File: src/rtl/perceptron_pkg.sv
// Shared definitions for the perceptron front-end: frame constants,
// loader state encoding, vector packing and the frame-length helper.
package perceptron_pkg;

    localparam int              DATA_W_DEF    = 8;
    localparam int              N_SAMPLES_DEF = 3;
    localparam int              DIM_DEF       = 2;
    localparam logic [7:0]      HDR_BYTE_DEF  = 8'hA5;

    // Loader states, kept as plain constants so older blocks can compare against them.
    typedef logic [2:0] state_t;
    localparam state_t ST_HUNT    = 3'd0;
    localparam state_t ST_LOAD_EP = 3'd1;
    localparam state_t ST_LOAD_W  = 3'd2;
    localparam state_t ST_LOAD_S  = 3'd3;
    localparam state_t ST_STREAM  = 3'd4;
    localparam state_t ST_DONE    = 3'd5;

    // Element k of a weight or feature vector sits at bits [k*DATA_W +: DATA_W].
    typedef logic [DIM_DEF-1:0][DATA_W_DEF-1:0] weight_vec_t;
    typedef logic [DIM_DEF-1:0][DATA_W_DEF-1:0] feature_vec_t;

    // Bytes in one frame: header, epoch count, weights, then features plus label per sample.
    function automatic int unsigned frame_len(input int unsigned n_samples, input int unsigned dim);
        return 2 + dim + n_samples * (dim + 1);
    endfunction

endpackage

File: src/rtl/perceptron_sample_buf.sv
// Sample register file: N_SAMPLES entries of DIM features plus a label.
// Byte-granular write port, whole-sample combinational read port.
module perceptron_sample_buf
    import perceptron_pkg::*;
#(
    parameter int N_SAMPLES = N_SAMPLES_DEF,
    parameter int DIM       = DIM_DEF,
    parameter int DATA_W    = DATA_W_DEF,
    parameter int IDX_W     = (N_SAMPLES > 1) ? $clog2(N_SAMPLES) : 1,
    parameter int FLD_W     = $clog2(DIM + 1)
) (
    input  logic                  clk,
    input  logic                  rst_n,
    input  logic [IDX_W-1:0]      i_wr_sample,
    input  logic [FLD_W-1:0]      i_wr_field,   // 0..DIM-1 feature, DIM label
    input  logic [DATA_W-1:0]     i_wr_data,
    input  logic                  i_we,
    input  logic [IDX_W-1:0]      i_rd_idx,
    output logic [DIM*DATA_W-1:0] o_rd_x,
    output logic [DATA_W-1:0]     o_rd_y
);

    logic [DATA_W-1:0] r_mem [N_SAMPLES][DIM+1];

    // Store one incoming byte into the addressed sample field.
    // NOTE: sequential state uses <= so every register samples pre-edge values.
    // NOTE: the buffer is cleared on reset so an aborted frame cannot leak old samples.
    always_ff @(posedge clk) begin
        if (!rst_n) begin
            for (int s = 0; s < N_SAMPLES; s++) begin
                for (int f = 0; f <= DIM; f++) begin
                    r_mem[s][f] <= '0;
                end
            end
        end else if (i_we) begin
            r_mem[i_wr_sample][i_wr_field] <= i_wr_data;
        end
    end

    // Present the whole selected sample, packed like the weight vector.
    always_comb begin
        o_rd_x = '0;
        o_rd_y = '0;
        if (int'(i_rd_idx) < N_SAMPLES) begin
            for (int k = 0; k < DIM; k++) begin
                o_rd_x[k*DATA_W +: DATA_W] = r_mem[i_rd_idx][k];
            end
            o_rd_y = r_mem[i_rd_idx][DIM];
        end
    end

endmodule

File: src/rtl/perceptron_sample_loader.sv
// Byte-serial frame loader for the perceptron trainer: hunts for the header,
// captures epochs, weights and samples, then streams samples per epoch.
module perceptron_sample_loader
    import perceptron_pkg::*;
#(
    parameter int                N_SAMPLES = N_SAMPLES_DEF,
    parameter int                DIM       = DIM_DEF,
    parameter int                DATA_W    = DATA_W_DEF,
    parameter logic [DATA_W-1:0] HDR_BYTE  = HDR_BYTE_DEF,
    parameter int                IDX_W     = (N_SAMPLES > 1) ? $clog2(N_SAMPLES) : 1
) (
    input  logic                  clk,
    input  logic                  rst_n,
    input  logic [DATA_W-1:0]     in_data,
    input  logic                  in_valid,
    output logic                  in_ready,
    output logic [DIM*DATA_W-1:0] w_init,
    output logic                  w_load,
    output logic [DIM*DATA_W-1:0] s_x,
    output logic [DATA_W-1:0]     s_y,
    output logic [IDX_W-1:0]      s_idx,
    output logic [7:0]            s_epoch,
    output logic                  s_valid,
    input  logic                  s_ready,
    output logic                  s_last,
    output logic                  done,
    output logic                  hdr_err,
    output logic                  busy
);

    localparam int FLD_W = $clog2(DIM + 1);
    localparam int VEC_W = DIM * DATA_W;

    state_t            r_state;
    logic [7:0]        r_epochs;    // requested epoch count E
    logic [FLD_W-1:0]  r_cnt;       // weight byte in LOAD_W, field within sample in LOAD_S
    logic [IDX_W-1:0]  r_wsmp;      // sample being written in LOAD_S
    logic [IDX_W-1:0]  r_idx;
    logic [7:0]        r_epoch;
    logic [VEC_W-1:0]  r_w_shadow;  // weights being assembled; w_init only changes on w_load
    logic [VEC_W-1:0]  r_w_init;
    logic              r_w_load;
    logic              r_hdr_err;

    logic              w_take;
    logic              w_xfer;
    logic [VEC_W-1:0]  w_w_next;

    assign in_ready = (r_state == ST_HUNT)   || (r_state == ST_LOAD_EP) ||
                      (r_state == ST_LOAD_W) || (r_state == ST_LOAD_S);
    assign busy     = (r_state != ST_HUNT);
    assign s_valid  = (r_state == ST_STREAM);
    assign done     = (r_state == ST_DONE);
    assign s_last   = s_valid && (r_idx == IDX_W'(N_SAMPLES - 1)) && (r_epoch == r_epochs - 8'd1);
    assign w_init   = r_w_init;
    assign w_load   = r_w_load;
    assign hdr_err  = r_hdr_err;
    assign s_idx    = r_idx;
    assign s_epoch  = r_epoch;
    assign w_take   = in_valid && in_ready;
    assign w_xfer   = s_valid && s_ready;

    // Merge the byte arriving in LOAD_W into the weight vector under assembly.
    // NOTE: the default assignment first keeps this block free of latches.
    always_comb begin
        w_w_next = r_w_shadow;
        if (r_cnt < FLD_W'(DIM)) begin
            w_w_next[r_cnt*DATA_W +: DATA_W] = in_data;
        end
    end

    perceptron_sample_buf #(
        .N_SAMPLES (N_SAMPLES),
        .DIM       (DIM),
        .DATA_W    (DATA_W),
        .IDX_W     (IDX_W),
        .FLD_W     (FLD_W)
    ) u_buf (
        .clk         (clk),
        .rst_n       (rst_n),
        .i_wr_sample (r_wsmp),
        .i_wr_field  (r_cnt),
        .i_wr_data   (in_data),
        .i_we        (w_take && (r_state == ST_LOAD_S)),
        .i_rd_idx    (r_idx),
        .o_rd_x      (s_x),
        .o_rd_y      (s_y)
    );

    // Frame FSM with its byte, sample and epoch counters.
    always_ff @(posedge clk) begin
        if (!rst_n) begin
            r_state    <= ST_HUNT;
            r_epochs   <= '0;
            r_cnt      <= '0;
            r_wsmp     <= '0;
            r_idx      <= '0;
            r_epoch    <= '0;
            r_w_shadow <= '0;
            r_w_init   <= '0;
            r_w_load   <= 1'b0;
            r_hdr_err  <= 1'b0;
        end else begin
            r_w_load  <= 1'b0;
            r_hdr_err <= 1'b0;
            case (r_state)
                ST_HUNT: begin
                    if (w_take) begin
                        if (in_data == HDR_BYTE) r_state   <= ST_LOAD_EP;
                        else                     r_hdr_err <= 1'b1;
                    end
                end
                ST_LOAD_EP: begin
                    if (w_take) begin
                        r_epochs <= 8'(in_data);
                        r_cnt    <= '0;
                        r_state  <= ST_LOAD_W;
                    end
                end
                ST_LOAD_W: begin
                    if (w_take) begin
                        r_w_shadow <= w_w_next;
                        if (r_cnt == FLD_W'(DIM - 1)) begin
                            r_w_init <= w_w_next;
                            r_w_load <= 1'b1;
                            r_cnt    <= '0;
                            r_wsmp   <= '0;
                            r_state  <= ST_LOAD_S;
                        end else begin
                            r_cnt <= r_cnt + 1'b1;
                        end
                    end
                end
                ST_LOAD_S: begin
                    if (w_take) begin
                        if (r_cnt == FLD_W'(DIM)) begin
                            r_cnt <= '0;
                            if (r_wsmp == IDX_W'(N_SAMPLES - 1)) begin
                                r_idx   <= '0;
                                r_epoch <= '0;
                                r_state <= (r_epochs == 8'd0) ? ST_DONE : ST_STREAM;
                            end else begin
                                r_wsmp <= r_wsmp + 1'b1;
                            end
                        end else begin
                            r_cnt <= r_cnt + 1'b1;
                        end
                    end
                end
                ST_STREAM: begin
                    if (w_xfer) begin
                        if (s_last) r_state <= ST_DONE;
                        if (r_idx == IDX_W'(N_SAMPLES - 1)) begin
                            r_idx   <= '0;
                            r_epoch <= r_epoch + 8'd1;
                        end else begin
                            r_idx <= r_idx + 1'b1;
                        end
                    end
                end
                ST_DONE:  r_state <= ST_HUNT;
                default:  r_state <= ST_HUNT;
            endcase
        end
    end

endmodule

File: config.mk
export PLATFORM = sky130hd
export DESIGN_NAME = perceptron_sample_loader
export DESIGN_NICKNAME = d
export VERILOG_FILES = /design/src/rtl/perceptron_pkg.sv /design/src/rtl/perceptron_sample_buf.sv /design/src/rtl/perceptron_sample_loader.sv
export SDC_FILE = /design/constraint.sdc
export NUM_CORES = 1
export LEC_CHECK = 0
export ABC_AREA = 1
export CAP_MARGIN = 5
export CORE_MARGIN = 8
export CORE_UTILIZATION = 25
export DETAILED_ROUTE_END_ITERATION = 10
export GPL_TIMING_DRIVEN = 1
export SYNTH_ARGS = -nofsm -noshare
export SYNTH_HDL_FRONTEND = slang
export SYNTH_SLANG_ARGS = --single-unit
File: constraint.sdc
create_clock -name clk -period 2.8 [get_ports clk]
set_clock_uncertainty 0.1 [all_clocks]
set_input_delay 0.42 -clock clk [delete_from_list [all_inputs] [get_ports clk]]
set_output_delay 0.42 -clock clk [all_outputs]
set_load 0.05 [all_outputs]
Word-level counts from Yosys, hierarchy flattened
Memory sizes are Yosys's and may differ from the RTL's. A register that Yosys moved wholly into a read port is not among the register bits.
Cells that the tools add are included.
{"block": "word_totals", "ff_bits": 59, "ramBits": 72, "inputBits": 12, "output_inout_bits": 57, "mem_count": 1}
{"name": "u_buf.r_mem", "words": 3, "width": 24, "rd": 1, "rd_clocked_by_memory_dff": 1, "write_ports": 3, "line": "perceptron_sample_buf.sv:23", "rtl": "logic [DATA_W-1:0] r_mem [N_SAMPLES][DIM+1];"}
{"block": "op_classes", "n_addsub": 6, "order_cmp": 4, "n_eq_ne": 23, "n_shift": 2, "n_mux": 53, "n_bitwise": 1, "n_reduce_logical": 26}
{"cell": "24-bit 2-to-1 mux", "n": 3}
{"cell": "8-bit 2-to-1 mux", "n": 7}
{"cell": "2-bit 2-to-1 mux", "n": 18}
{"cell": "5-bit negation with 34-bit output", "n": 1}
{"cell": "8-bit by 34-bit variable shift with 16-bit output (first input constant)", "n": 1}
{"cell": "8-bit by 34-bit indexed part select with 16-bit output", "n": 1}
{"cell": "16-bit 2-to-1 mux", "n": 2}
{"cell": "3-bit 2-to-1 mux", "n": 10}
{"cell": "24-bit OR reduction", "n": 1}
{"cell": "16-bit bitwise mux", "n": 1}
{"cell": "8-bit demux with 2-bit select", "n": 1}
{"cell": "8-bit one-hot mux with 2 select lines", "n": 1}
{"cell": "3-bit one-hot mux with 5 select lines", "n": 1}
{"cell": "2-bit by 1-bit != test with 1-bit output (second input constant)", "n": 7}
{"cell": "6-bit AND reduction", "n": 2}
{"cell": "2-bit != test (second input constant)", "n": 5}
{"cell": "10-bit AND reduction", "n": 1}
{"cell": "3-bit AND reduction", "n": 3}
{"cell": "8-bit by 1-bit adder with 8-bit output (second input constant)", "n": 1}
{"cell": "8-bit equality test", "n": 1}
{"cell": "8-bit equality test (second input constant)", "n": 1}
{"cell": "8-bit logical NOT", "n": 1}
{"cell": "2-bit one-hot mux with 2 select lines", "n": 2}
{"cell": "8-bit by 1-bit subtractor with 8-bit output (second input constant)", "n": 1}
{"cell": "other kinds (20)", "n": 42}

Longest topological paths before layout
{"block": "depth", "word_depth": 11, "ltp_mapped": 14, "depth_no_buf": 14}

Modules after synthesis
From an unflattened synthesis, not the netlist that was laid out.
{"block": "hier_totals", "cells_unflattened": 804, "area_unflattened_um2": 6844.1}
{"module": "perceptron_sample_buf", "instances": 1, "cells_each": 363, "area_per_inst_um2": 3792.4, "seq_area_each_um2": 2552.4}
{"module": "perceptron_sample_loader", "instances": 1, "cells_each": 441, "area_per_inst_um2": 3051.7, "seq_area_each_um2": 1181.1}

Least setup slack after synthesis
No wires, ideal clock.
{"block": "synth_timing", "path_kind": "register to register", "start": "reg r_cnt[0]", "end": "mem u_buf.r_mem[2][0] (netlist bit), enable pin", "setup_time_ps": 370, "arrival_ps": 1981, "slack_ps": 348, "path_stages_with_launch": 9, "n_path_buf": 1, "synth_period_minus_slack_ps": 2452, "path_cell_list": "dfxtp_1 -> inv_1 -> ha_1 -> inv_1 -> nor2_8 -> nor3_4 -> buf_8 -> a21oi_1 -> nor2_1"}
{"element": "start, declared", "line": "perceptron_sample_loader.sv:36", "rtl": "logic [FLD_W-1:0] r_cnt;"}
{"element": "start signal, assigned", "line": "perceptron_sample_loader.sv:130", "rtl": "r_cnt <= r_cnt + 1'b1;"}
{"element": "start signal, assigned", "line": "perceptron_sample_loader.sv:146", "rtl": "r_cnt <= r_cnt + 1'b1;"}
{"element": "end, declared", "line": "perceptron_sample_buf.sv:23"}

==> impl_results.md <==
* Overall Global Routing Usage at 11.43%
* # nets final at 958
* Most frequent cells in the layout: 173 x nor2_1, 117 x inv_1, 96 x edfxtp_1, 85 x nand2_1, 79 x o21ai_0
* Die height at 189.4 um
* Clk pwr share at 43.7%
* Cell Int Power at 4.094 mW
* Setup violators final at 0
* IR drop worst, VDD at 0.0003422 V
* Layout cells sized above 1 at 12.97%
* Power share of the combinational group at 10.0%
* Max clock buf depth at 2
* First-pass GRT wire length at 32400 um
* Data arrival, critical path at roughly 2.1 ns
* Total number of yosys warnings at 0
* CTS buffer count at 17
* Switching Fraction at 25.67%
* Unique masters post-synth at 38
* Die area at 35870 sq um
* Commonest non-fill, non-tap cell in the layout: nor2_1
* Final Hold Fails at 0
* Pin count of the biggest net entering global routing at 49
* Final core utilization at 31.33%
* Initial antenna violation count at 0
* Cell area power density at 593.1 nW/um^2
* Post-synth net total at 879
* Worst-Skew Late Latency at between 0.4 and 0.5 ns
* Number of synthesized flops with an enable pin at 96
* DR iter-0 viols at 525
* Post-synth top flop: edfxtp_1
* WHS at 0.3651 ns
* CTS root buf: clkbuf_16
* Post-synthesis cell area at 7516 sq um
* Number of global-route vias before repair at 5837
* #FFs+latches synth at 157
* Initial Util at 25.36%
* Final Slew Violations at 0
* Die width at between 150 and 200 um
* GRT overflow at 0
* Final period util at between 90% and 100%
* WL/cell at 15.32 um
* Actual slew at the worst max-slew pin at 0.8791 ns
* LEAKAGE at between 3 and 4 nW
* Worst Path Required at 2.28 ns
* Fill cells at 3135
* Final ANT Viol Nets at 0
* Core Rows at 63
* Yosys top cell by area: edfxtp_1
* Outcome: finished clean
* Slew Limit Headroom at 41.33%
* Total net switching power at 1.414 mW
* Startpoint types: register
* H-tree Lvls at 4
* Top cell type's share of synthesized area at between 30% and 40%
* CP Capture Type: output port
* Core footprint at about 30000 sq um
* Final Wtd Congestion at 0.8049
* Min-Delay Path Depth at 2
* Sequential power share at roughly 46%
* Pre-antenna DRT Iters at 7
* Vias post-DR at 6006
* Area contributors post-synth: edfxtp_1 38%, dfxtp_1 16%, nor2_1 8.6%
* CTS tree: yes
* Post-DP HPWL at 14510 um
* Async SR Flop Fraction at 0%
* IO Port Bufs at 68
* Area grow syn2layout at 23.56%
* Seq/Total Area, Yosys at 54.60%
* Setup repair after global routing missed its margin: false
* Hold Path Class: reg2reg
* Clk slew on worst S/H paths at around 0.06 ns
* Final WL at 20490 um
* Area occupied by multi-input gates at around 2800 sq um
* I/O pin cnt at 69
* MaxCap Viol Count at 0
* Drt drc at 0
* Synth Area per Inst at 8.760 sq um
* Avg Vias per Cell at ~4.5
* Post-synthesis cell count at 858
* Final Critical Period at 2.642 ns
* FMAX at 378.5 MHz
* Clk sink count at 157
* Max FO, Critical Path at 48
* Worst Reg2Reg Path Length in Cells at 9
* Antenna diodes at 0
* Reg area at 4104 sq um
* CP Class: reg2out
-- path summary, 6_finish.rpt --
check | from | end | slack [ns]
max | register | s_x[12] | 0.16
max reg2reg | r_cnt[0] | u_buf.r_mem[0][15] | 0.33
min | w_init[11] | w_init[11] | 0.37
min reg2reg | w_init[11] | w_init[11] | 0.37
-- power groups by stage --
stage	Combinational, mW	Clock (mW)	Sequential [mW]
after global placement	0.545	0	2.60
after global routing	0.611	2.53	2.55
final	0.552	2.41	2.55
after detailed placement	0.552	0	2.60
after CTS	0.554	2.44	2.55
after floorplan	0.379	0	2.60
-- worst max-delay path, cell delays in order (launching register included) --
cell     delay (ns)
dfxtp_1        0.40
buf_6          0.37
nor2_1         0.09
nor2_1         0.08
o21ai_0        0.11
a21oi_1        0.35
buf_4          0.27
-- final cells by class --
type	instances	area share, %
sequential	157	44.19
multi-input combinational	535	29.82
timing repair buffer	92	8.744
inverter	134	5.484
tap	390	5.255
clock buffer	17	4.581
clock inverter	13	1.927
-- sequential cells by signal, summed over array words and instances, names as in the netlist, named ones only --
name and cells:
w_load 1, r_wsmp 2, hdr_err 1, u_buf.r_mem 96, s_epoch 8, r_w_shadow 16, r_epochs 8, w_init 16
r_cnt 2, s_idx 2, r_state 3
-- cell usage after synthesis, drive strengths merged (9+ instances only) --
| master | n |
|---|---|
| o22ai | 13 |
| nand2 | 93 |
| nand4 | 14 |
| dfxtp | 61 |
| clkbuf | 22 |
| a21oi | 74 |
| nor2 | 187 |
| buf | 10 |
| o21ai | 80 |
| inv | 131 |
| ha | 9 |
| o21bai | 9 |
| edfxtp | 96 |
| nand3 | 27 |
-- timing repair --
action | in CTS | in global routing
resized for setup | 0 | 2
hold buffers | 0 | 0
endpoints found under the hold margin | 0 | 0
buffers inserted | 0 | 4
endpoints found under the setup margin | 1 | 11
-- per-stage QoR --
stage / setup TNS, ns / cells / instance area, sq um / setup slack (ns) / power, mW
finish: 0 / 1338 / 9286 / 0.1578 / 5.508
CTS: -0.009355 / 1334 / 9249 / -0.009355 / 5.542
floorplan: 0 / 858 / 7516 / 0.3484 / 2.975
detailed placement: 0 / 1304 / 8645 / 0.1413 / 3.149
global placement: 0 / 1304 / 8645 / 0.2008 / 3.140
global route: 0 / 1338 / 9286 / 0.03679 / 5.693
-- metal layers --
layer  vias to the layer above  global-route usage (%)  part of all wire [%]
li1                       2981                       -                     -
met1                      2824                   14.65                    46
met2                       180                   18.62                    47
met3                        21                   3.109                   5.4
met4                         0                   3.157                   1.3
met5                         -                       0                     0
-- kinds of logic after synthesis --
group	after synthesis	share of synthesized area, %
adders and majority gates	9	1.498
and+or+nand+nor	329	20.79
DFF	157	54.60
AOI/OAI and AO/OA	190	13.73
xor gates and xnor gates	7	0.8157
buffers and inverters	166	8.557
Power figures use the tool's default switching activity.
